--- src/rtl/vga_pixel_pipeline.sv ---
// Purpose: turns sync-generator timing into framebuffer reads and emits aligned HSYNC/VSYNC/RGB.
// Latency: RD_LATENCY+1 CE cycles from timing inputs to HSYNC/VSYNC/RGB/FRAME_START (all equal).
// Backpressure: none; CE=0 freezes every register, and the framebuffer must keep up with RD_EN.
//
// Optional feature: define VGA_PIPE_TESTPAT_EN to add the PAT_SEL input and the 8-bar test pattern.
//
// Ports:
//   CLK, RESET_N       clock (rising edge), asynchronous active-low reset
//   CE                 pixel clock enable, shared with the horizontal generator
//   H_SIG/H_BLANK/H_OVF  horizontal generator sync (low in pulse), blanking, last count of line
//   V_SIG/V_BLANK/V_OVF  vertical generator sync, blanking, last line of frame
//   PAT_SEL            (VGA_PIPE_TESTPAT_EN only) 1 = colour bars instead of framebuffer data
//   RD_EN, RD_ADDR     framebuffer read strobe and linear address y*H_DISPLAY+x
//   RD_DATA            {R,G,B} pixel word, sampled on the RD_LATENCY-th CE edge after the
//                      edge that registered RD_EN/RD_ADDR
//   HSYNC, VSYNC       delayed H_SIG/V_SIG
//   R, G, B            pixel colour, forced to 0 in blanking
//   FRAME_START        one CE period, coincident with the first active pixel of a frame on RGB
//   OVERRUN            sticky until the next frame wrap: more active pixels than the frame holds

module vga_pixel_pipeline #(
    parameter int H_DISPLAY  = 640,
    parameter int V_DISPLAY  = 480,
    parameter int COLOR_W    = 4,
    parameter int ADDR_W     = 19,
    parameter int RD_LATENCY = 2
) (
    input  logic                   CLK,
    input  logic                   RESET_N,
    input  logic                   CE,
    input  logic                   H_SIG,
    input  logic                   H_BLANK,
    input  logic                   H_OVF,
    input  logic                   V_SIG,
    input  logic                   V_BLANK,
    input  logic                   V_OVF,
`ifdef VGA_PIPE_TESTPAT_EN
    input  logic                   PAT_SEL,
`endif
    output logic                   RD_EN,
    output logic [ADDR_W-1:0]      RD_ADDR,
    input  logic [3*COLOR_W-1:0]   RD_DATA,
    output logic                   HSYNC,
    output logic                   VSYNC,
    output logic [COLOR_W-1:0]     R,
    output logic [COLOR_W-1:0]     G,
    output logic [COLOR_W-1:0]     B,
    output logic                   FRAME_START,
    output logic                   OVERRUN
);

    localparam int unsigned    NPIX     = H_DISPLAY * V_DISPLAY;
    localparam logic [ADDR_W-1:0] ADDR_MAX = ADDR_W'(NPIX - 1);
    // Sync and frame-start travel one stage further than 'active', because the
    // colour output register itself forms the last stage of the colour path.
    localparam int             DL       = RD_LATENCY + 1;

    // ------------------------------------------------------------------
    // Address generation
    // ------------------------------------------------------------------
    logic              armed;        // a frame wrap has been seen since reset
    logic [ADDR_W-1:0] addr_cnt;
    logic              max_issued;   // last framebuffer address already read this frame
    logic              active_raw;
    logic              active;
    logic              wrap;
    logic              at_max;
    logic              first_pixel;
    logic              rd_req;

    assign active_raw  = !H_BLANK && !V_BLANK;
    // Until the first wrap after reset we are mid-frame with unknown position,
    // so the remainder of that frame is treated as blanking.
    assign active      = armed && active_raw;
    assign wrap        = H_OVF && V_OVF;
    assign at_max      = (addr_cnt == ADDR_MAX);
    assign first_pixel = active && (addr_cnt == '0);

`ifdef VGA_PIPE_TESTPAT_EN
    assign rd_req = active && !PAT_SEL;
`else
    assign rd_req = active;
`endif

    always_ff @(posedge CLK or negedge RESET_N) begin
        if (!RESET_N) begin
            RD_EN      <= 1'b0;
            RD_ADDR    <= '0;
            addr_cnt   <= '0;
            max_issued <= 1'b0;
            armed      <= 1'b0;
            OVERRUN    <= 1'b0;
        end else if (CE) begin
            RD_EN   <= rd_req;
            RD_ADDR <= addr_cnt;
            // A wrap takes priority even if it coincides with an active pixel
            // (malformed timing), so the next frame always starts at address 0.
            if (wrap) begin
                addr_cnt   <= '0;
                max_issued <= 1'b0;
                OVERRUN    <= 1'b0;
                armed      <= 1'b1;
            end else if (active) begin
                if (at_max) begin
                    // Saturate: keep re-reading the last address and flag the
                    // excess only once the last address has genuinely been used.
                    max_issued <= 1'b1;
                    if (max_issued) begin
                        OVERRUN <= 1'b1;
                    end
                end else begin
                    addr_cnt <= addr_cnt + 1'b1;
                end
            end
        end
    end

    // ------------------------------------------------------------------
    // Delay line: aligns sync, blanking and frame start with read data
    // ------------------------------------------------------------------
    logic [DL-1:0]         hs_dl;
    logic [DL-1:0]         vs_dl;
    logic [DL-1:0]         fp_dl;
    logic [RD_LATENCY-1:0] act_dl;

    always_ff @(posedge CLK or negedge RESET_N) begin
        if (!RESET_N) begin
            hs_dl  <= '1;
            vs_dl  <= '1;
            fp_dl  <= '0;
            act_dl <= '0;
        end else if (CE) begin
            hs_dl[0]  <= H_SIG;
            vs_dl[0]  <= V_SIG;
            fp_dl[0]  <= first_pixel;
            act_dl[0] <= active;
            for (int i = 1; i < DL; i++) begin
                hs_dl[i] <= hs_dl[i-1];
                vs_dl[i] <= vs_dl[i-1];
                fp_dl[i] <= fp_dl[i-1];
            end
            for (int i = 1; i < RD_LATENCY; i++) begin
                act_dl[i] <= act_dl[i-1];
            end
        end
    end

    assign HSYNC       = hs_dl[DL-1];
    assign VSYNC       = vs_dl[DL-1];
    assign FRAME_START = fp_dl[DL-1];

    // ------------------------------------------------------------------
    // Colour source selection
    // ------------------------------------------------------------------
    logic [3*COLOR_W-1:0] pix_sel;

`ifdef VGA_PIPE_TESTPAT_EN
    localparam int XW = $clog2(H_DISPLAY + 1);

    logic [XW-1:0] x_cnt;
    logic [2:0]    bar;
    logic [2:0]    bar_dl [RD_LATENCY];
    logic [RD_LATENCY-1:0] pat_dl;

    // Bar index across the visible width: 0 at the left edge, 7 at the right.
    assign bar = 3'((32'(x_cnt) * 32'd8) / 32'(H_DISPLAY));

    always_ff @(posedge CLK or negedge RESET_N) begin
        if (!RESET_N) begin
            x_cnt  <= '0;
            pat_dl <= '0;
            for (int i = 0; i < RD_LATENCY; i++) begin
                bar_dl[i] <= '0;
            end
        end else if (CE) begin
            if (H_OVF) begin
                x_cnt <= '0;
            end else if (active_raw) begin
                x_cnt <= x_cnt + 1'b1;
            end
            // PAT_SEL is sampled with the pixel so a change applies from the
            // next active pixel onward and stays aligned with blanking.
            pat_dl[0] <= PAT_SEL;
            bar_dl[0] <= bar;
            for (int i = 1; i < RD_LATENCY; i++) begin
                pat_dl[i] <= pat_dl[i-1];
                bar_dl[i] <= bar_dl[i-1];
            end
        end
    end

    always_comb begin
        pix_sel = RD_DATA;
        if (pat_dl[RD_LATENCY-1]) begin
            pix_sel = {{COLOR_W{bar_dl[RD_LATENCY-1][2]}},
                       {COLOR_W{bar_dl[RD_LATENCY-1][1]}},
                       {COLOR_W{bar_dl[RD_LATENCY-1][0]}}};
        end
    end
`else
    assign pix_sel = RD_DATA;
`endif

    // ------------------------------------------------------------------
    // Output colour register (final pipeline stage)
    // ------------------------------------------------------------------
    logic [3*COLOR_W-1:0] rgb_q;

    always_ff @(posedge CLK or negedge RESET_N) begin
        if (!RESET_N) begin
            rgb_q <= '0;
        end else if (CE) begin
            rgb_q <= act_dl[RD_LATENCY-1] ? pix_sel : '0;
        end
    end

    assign R = rgb_q[3*COLOR_W-1:2*COLOR_W];
    assign G = rgb_q[2*COLOR_W-1:COLOR_W];
    assign B = rgb_q[COLOR_W-1:0];

endmodule
--- config.mk ---
export PLATFORM = sky130hd
export DESIGN_NAME = vga_pixel_pipeline
export DESIGN_NICKNAME = d
export VERILOG_FILES = /design/src/rtl/vga_pixel_pipeline.sv
export SDC_FILE = /design/constraint.sdc
export NUM_CORES = 1
export LEC_CHECK = 0
export ABC_AREA = 0
export BUFFER_PORTS_ARGS = -buffer_cell sky130_fd_sc_hd__buf_2
export CAP_MARGIN = 10
export CELL_PAD_IN_SITES_DETAIL_PLACEMENT = 0
export CELL_PAD_IN_SITES_GLOBAL_PLACEMENT = 1
export CORE_UTILIZATION = 45
export DETAILED_ROUTE_END_ITERATION = 8
export PLACE_DENSITY = 0.88
export SLEW_MARGIN = 20
export SYNTH_ARGS = -nofsm -noshare
export SYNTH_HDL_FRONTEND = slang
export SYNTH_SLANG_ARGS = --single-unit
--- constraint.sdc ---
create_clock -name CLK -period 5.09 [get_ports CLK]
set_input_delay 0.509 -clock CLK [delete_from_list [all_inputs] [get_ports CLK]]
set_output_delay 0.509 -clock CLK [all_outputs]
set_load 0.03 [all_outputs]
==> flow_summary_export.csv, run 1 <==
group,metric,value,unit
run_status,outcome,"complete, no violations",
drt,via_count,2273,
run,cap_violations,0,
clocking,cts_buffers,9,
drt,vias_per_cell,5.65,
global_route,antenna_found_initial,0,
clocking,postCtsSetupBuffers,0,
synth,synth-warning-count,0,
drt,routed_wl,6200,um
clocking,clk_pin_slew,0.07,ns
clocking,clock-root-buffer,"clkbuf_8",
timing,max_freq,0.375,GHz
critical_path,critPathMaxFanout,66,
power,p_leak,1.63,nW
timing,fin_skew,0.00500,ns
clocking,clk_path_buf_depth,2,
finish,fillers,555,
critical_path,path_cells,"buf_2, buf_4, nor4bb_1, o21ai_4, or4_1, nand3_1",
floorplan,die_h,82.5,um
synth,synth-main-ff-cell,"dfrtp_1",
timing,finalSetupViolCount,0,
drt,drt_iter0_drc,177,
drt,ant_nets,0,
floorplan,rows,28,
timing,finalSetupTns,0,ns
drt,drc,0,
finish,final_nets,345,
placed_design,io_buffers,56,
power,powerDensity,376,nW/um^2
synth,syn_area,2910,sq um
critical_path,critPathCaptureType,"flop",
timing,hold_viol,0,
finish,drive_gt1_frac,0.330,
synth,async_flop_share,1.00,
drt,drtPass1Iterations,4,
global_route,grt_pass1_vias,2049,
timing,rsz0062_at_grt,"false",
drt,routedWlPerCell,15.4,um
synth,syn_inst,271,
critical_path,timing_worst_setup_path_type,"in2reg",
synth,synth_nets,294,
clocking,clkLatencyLatePin,0.34,ns
synth,synth_compound_area_frac,0.134,
placed_design,dp_slack,2.06,ns
worst_hold_path,hold_class,"in2async",
finish,fin_area,3470,sq um
clocking,hold_buffers,0,
synth,synth.distinct_cells,47,
global_route,grt_pass1_wl,10100,um
placed_design,hpwl,4030,um
finish,diodes,0,
floorplan,die_area,6800,sq um
synth,yosys.area_share.simple,0.153,
critical_path,worst_setup_path_start_kind,"input pin",
critical_path,cp_slowest_cell,"nor4bb_1",
synth,synthMuxAreaShare,0.0928,
timing,fin_crit,2.66,ns
synth,synth_fa_ha_area_frac,0.00859,
floorplan,coreArea,6100,sq um
placed_design,place_area,3220,sq um
synth,syn_avg_cell_area,10.7,sq um
synth,synth_edf_count,0,
timing,fin_ws,2.43,ns
placed_design,gp_congestion,0.877,
global_route,grtUsageTotal,0.203,
critical_path,cp_data_arrival_time,2.93,ns
clocking,cts.sinks,64,
timing,slew_headroom,0.340,
critical_path,worstPathRequired,5.36,ns
timing,tightestPinTransition,0.976,ns
floorplan,die_x,82.5,um
clocking,ctsHtreeMaxLevel,3,
synth,synthXorXnorAreaFrac,0.00301,
floorplan,initial_utilization,0.478,
finish,syn2layout_area_growth,19.2,%
power,ir_drop,0.218,mV
floorplan,io_pins,57,
clocking,cts.repair.resized,0,
global_route,grt_overflow,0,
synth,synth_top_family_by_area,"simple AND/OR/NAND/NOR gates",
timing,timing.final.crit_share,0.523,
global_route,grt_max_degree,67,
critical_path,cp_slowest_stage_delay,0.85,ns
synth,seq_area_frac_synth,0.552,
clocking,cts_tree,"yes",
synth,yosys_register_bits,64,
timing,slew_violations,0,
[stage by stage]
| step | utilization | hold WS (ns) | power (mW) | instances |
|---|---|---|---|---|
| finish | 0.569 | 0.344 | 1.31 | 402 |
| detailed placement | 0.528 | 0.480 | 0.768 | 386 |
| floorplan | - | 0.213 | 0.710 | 271 |
| global route | 0.569 | 0.402 | 1.36 | 402 |
| global placement | 0.528 | 0.481 | 0.764 | 386 |
| CTS | 0.569 | 0.368 | 1.32 | 402 |
[registers in the layout, summed over array words and instances (netlist names)]
register	count
OVERRUN	1
RD_ADDR	19
act_dl	2
addr_cnt	19
armed	1
fp_dl	3
hs_dl	3
max_issued	1
rgb_q	12
vs_dl	3
[synth_stat cells (4+ instances only)]
library cell | instances | area (sq um)
nor2_1 | 10 | 37.5
buf_1 | 4 | 15.0
clkbuf_1 | 7 | 26.3
o21ai_0 | 21 | 105
nor4_1 | 7 | 43.8
dfrtp_1 | 58 | 1450
nand3_1 | 24 | 120
a21oi_1 | 7 | 35.0
o211ai_1 | 5 | 37.5
or4_1 | 5 | 37.5
nand2_1 | 18 | 67.6
inv_1 | 20 | 75.1
dfstp_2 | 6 | 158
nand4_1 | 5 | 31.3
mux2_2 | 24 | 270
and3_1 | 4 | 25.0
buf_2 | 5 | 25.0
[cells by family after synthesis]
family	after synthesis
xor gates and xnor gates	1
DFF	64
adders and majority gates	2
muxes	24
and+or+nand+nor	84
buffers and inverters	39
AOI/OAI and AO/OA	57
[report_power, final]
part | switching (mW) | internal (mW) | total, mW
Combinational | 0.107 | 0.0599 | 0.167
Clock | 0.199 | 0.351 | 0.551
Sequential | 0.0365 | 0.553 | 0.589
Total | 0.343 | 0.964 | 1.31
[cells in the final DEF, fill, tap and decap left out, drive strengths merged, types with 2 or more instances in the layout]
master	n
a21oi	7
a22o	2
a31oi	3
and3	4
buf	58
bufinv	3
clkbuf	11
clkinv	2
dfrtp	58
dfstp	6
ha	2
inv	20
mux2	24
nand2	18
nand3	24
nand4	5
nor2	10
nor3	3
nor4	7
o211ai	5
o21ai	22
o22a	2
o31a	2
o31ai	3
o41ai	2
or4	6
[critical path, delay by kind of cell]
| kind | cells | cell delay [ns] |
|---|---|---|
| AOI/OAI and AO/OA | 1 | 0.31 |
| and+or+nand+nor | 3 | 1.52 |
| buffers and inverters | 2 | 0.58 |
[area by class of cell]
type,count,area (sq um),area share
clock buffers,11,151,0.0436
clock inverters,5,103,0.0296
inverters,21,78.8,0.0227
multi-input cells,168,1140,0.328
flip-flops and latches,64,1610,0.464
well taps,75,93.8,0.0270
repair buffers,58,295,0.0851
[per-layer routing]
| layer | track usage | vias up | part of all wire |
|---|---|---|---|
| met4 | 0.0912 | 0 | 0.016 |
| li1 | - | 1085 | - |
| met3 | 0.0407 | 11 | 0.051 |
| met2 | 0.304 | 66 | 0.46 |
| met5 | 0 | - | 0 |
| met1 | 0.282 | 1111 | 0.47 |
[final timing paths]
path,from,endpoint,slack (ns),cells after the start
max reg2reg,addr_cnt[16]$_DFFE_PN0P_,addr_cnt[7]$_DFFE_PN0P_,2.49,5
min reg2reg,armed$_DFFE_PN0P_,armed$_DFFE_PN0P_,0.50,1
max in group asynchronous,RESET_N,fp_dl[2]$_DFFE_PN0P_,4.23,2
min,RESET_N,rgb_q[10]$_DFFE_PN0P_,0.34,2
min in group CLK,RD_DATA[4],rgb_q[4]$_DFFE_PN0P_,0.40,3
max,CE,addr_cnt[3]$_DFFE_PN0P_,2.43,6
Power figures use the tool's default switching activity.
==> run 2, diff against run 1 <==
- CORE_UTILIZATION: 45 -> 38
- PLACE_DENSITY: 0.88 -> 0.8
- clock period: 5.09 -> 2.1 ns (I/O delays scaled with it)
==> flow_summary_export.csv, run 2 (synthesis gave the netlist of run 1 again) <==
group,metric,value,unit
floorplan,initial_utilization,0.397,
global_route,grt_max_degree,65,
finish,diodes,0,
drt,vias_per_cell,5.10,
global_route,grt_overflow,0,
floorplan,die_area,8020,sq um
timing,fin_ws,-0.0342,ns
floorplan,coreArea,7330,sq um
clocking,clkLatencyLatePin,0.34,ns
finish,fillers,686,
power,powerDensity,790,nW/um^2
clocking,cts_tree,"yes",
global_route,grt_pass1_wl,10800,um
global_route,grtUsageTotal,0.180,
finish,biggestRegsByFlops,"RD_ADDR: 19 flops, addr_cnt: 19 flops, rgb_q: 12 flops",
timing,timing.final.crit_share,1.02,
critical_path,startpoint,"addr_cnt[16]$_DFFE_PN0P_",
drt,routedWlPerCell,14.4,um
finish,layout_commonest_cell,"dfrtp_1",
critical_path,worst_setup_path_start_kind,"flop",
critical_path,reg2reg_from,"addr_cnt[16]$_DFFE_PN0P_",
power,finalPower,2.97,mW
drt,drtPass1Iterations,4,
floorplan,rows,31,
global_route,antenna_found_initial,0,
placed_design,placed_cells,442,
drt,ant_nets,0,
timing,fin_crit,2.13,ns
critical_path,worstPathRequired,2.33,ns
finish,drive_gt1_frac,0.399,
clocking,cts_buffers,9,
power,p_leak,1.80,nW
timing,hold_viol,0,
finish,final_nets,379,
run_status,violations,"setup timing",
clocking,clk_path_buf_depth,2,
timing,finalSetupViolCount,5,
drt,drc,0,
timing,fin_hold_ws,0.100,ns
critical_path,critPathCaptureType,"flop",
finish,register_area,1610,sq um
finish,most-common-layout-cells,"dfrtp_1 (58), buf_2 (56), buf_4 (32), nand3_1 (24), mux2_2 (24)",
floorplan,io_pins,57,
timing,rsz0062_at_grt,"true",
finish,multi_input_area,1150,sq um
finish,final_cells,460,
drt,via_count,2348,
worst_hold_path,min_from,"V_SIG",
placed_design,hpwl,4600,um
placed_design,dp_slack,-0.101,ns
placed_design,io_buffers,56,
clocking,clock-root-buffer,"clkbuf_8",
drt,drt_iter0_drc,87,
global_route,grt_pass1_vias,2244,
run_status,outcome,"finished with violations",
worst_hold_path,hold_class,"in2reg",
timing,slew_headroom,0.563,
timing,fin_skew,0.00960,ns
floorplan,die_h,89.6,um
critical_path,timing_worst_setup_path_type,"reg2reg",
run,cap_violations,0,
critical_path,cp_data_arrival_time,2.37,ns
timing,slew_violations,0,
floorplan,die_x,89.6,um
power,ir_drop,0.371,mV
finish,syn2layout_area_growth,29.0,%
timing,max_freq,0.469,GHz
placed_design,gp_congestion,0.808,
clocking,ctsHtreeMaxLevel,3,
critical_path,critPathMaxFanout,8,
clocking,cts.sinks,64,
drt,routed_wl,6600,um
clocking,clk_pin_slew,0.07,ns
timing,tightestPinTransition,0.655,ns
-- run 2: metrics by stage --
stage	util	instance area, sq um	TNS [ns]
finish	0.512	3760	-0.107
CTS	0.510	3740	-0.326
detailed placement	0.479	3510	-0.624
floorplan	-	2910	-0.928
global route	0.512	3760	-0.703
global placement	0.479	3510	-0.206
-- run 2: area by class of cell --
type                            instances  area share
Timing Repair Buffer                   92       0.156
Sequential cell                        64       0.428
Clock buffer                           11      0.0403
Multi-Input combinational cell        168       0.307
Clock inverter                          5      0.0147
Tap cell                               99      0.0330
Inverter                               21      0.0210
-- run 2: path summary, 6_finish.rpt --
| path | to | slack, ns | cells past startpoint |
|---|---|---|---|
| setup / recovery | addr_cnt[4]$_DFFE_PN0P_ | -0.03 | 7 |
| hold / removal | vs_dl[0]$_DFFE_PN1P_ | 0.10 | 2 |
| setup reg to reg | addr_cnt[4]$_DFFE_PN0P_ | -0.03 | 7 |
| hold reg to reg | armed$_DFFE_PN0P_ | 0.50 | 1 |
| max in group asynchronous | hs_dl[1]$_DFFE_PN1P_ | 1.07 | 3 |
| min in group asynchronous | RD_ADDR[1]$_DFFE_PN0P_ | 0.37 | 2 |
-- run 2: power breakdown --
part           total (mW)  internal [mW]  switching, mW
Sequential           1.40           1.34         0.0600
Clock                1.07          0.608          0.464
Combinational       0.496          0.193          0.304
Total                2.97           2.14          0.828
-- run 2: what timing repair did --
action                                 CTS  global route
setup endpoints to repair               12            12
endpoints found under the hold margin   20             0
hold buffers                             1             0
gates cloned                             0             0
resized for setup                        3             2
pin swaps                                5             2
buffers inserted                         0             1
-- run 2: worst max-delay path, stage by stage (launching register included) --
cell	delay (ns)
dfrtp_1	0.38
or4_4	0.53
or4_4	0.51
o21ai_4	0.21
buf_12	0.15
buf_8	0.10
o211ai_1	0.08
o41ai_1	0.07
-- run 2: routing by layer --
metal | track usage | up-vias | wire length (um)
met5 | 0 | - | 0
met4 | 0.0851 | 0 | 110
met3 | 0.0314 | 10 | 245
met2 | 0.278 | 43 | 3110
met1 | 0.245 | 1146 | 3140
li1 | - | 1149 | -
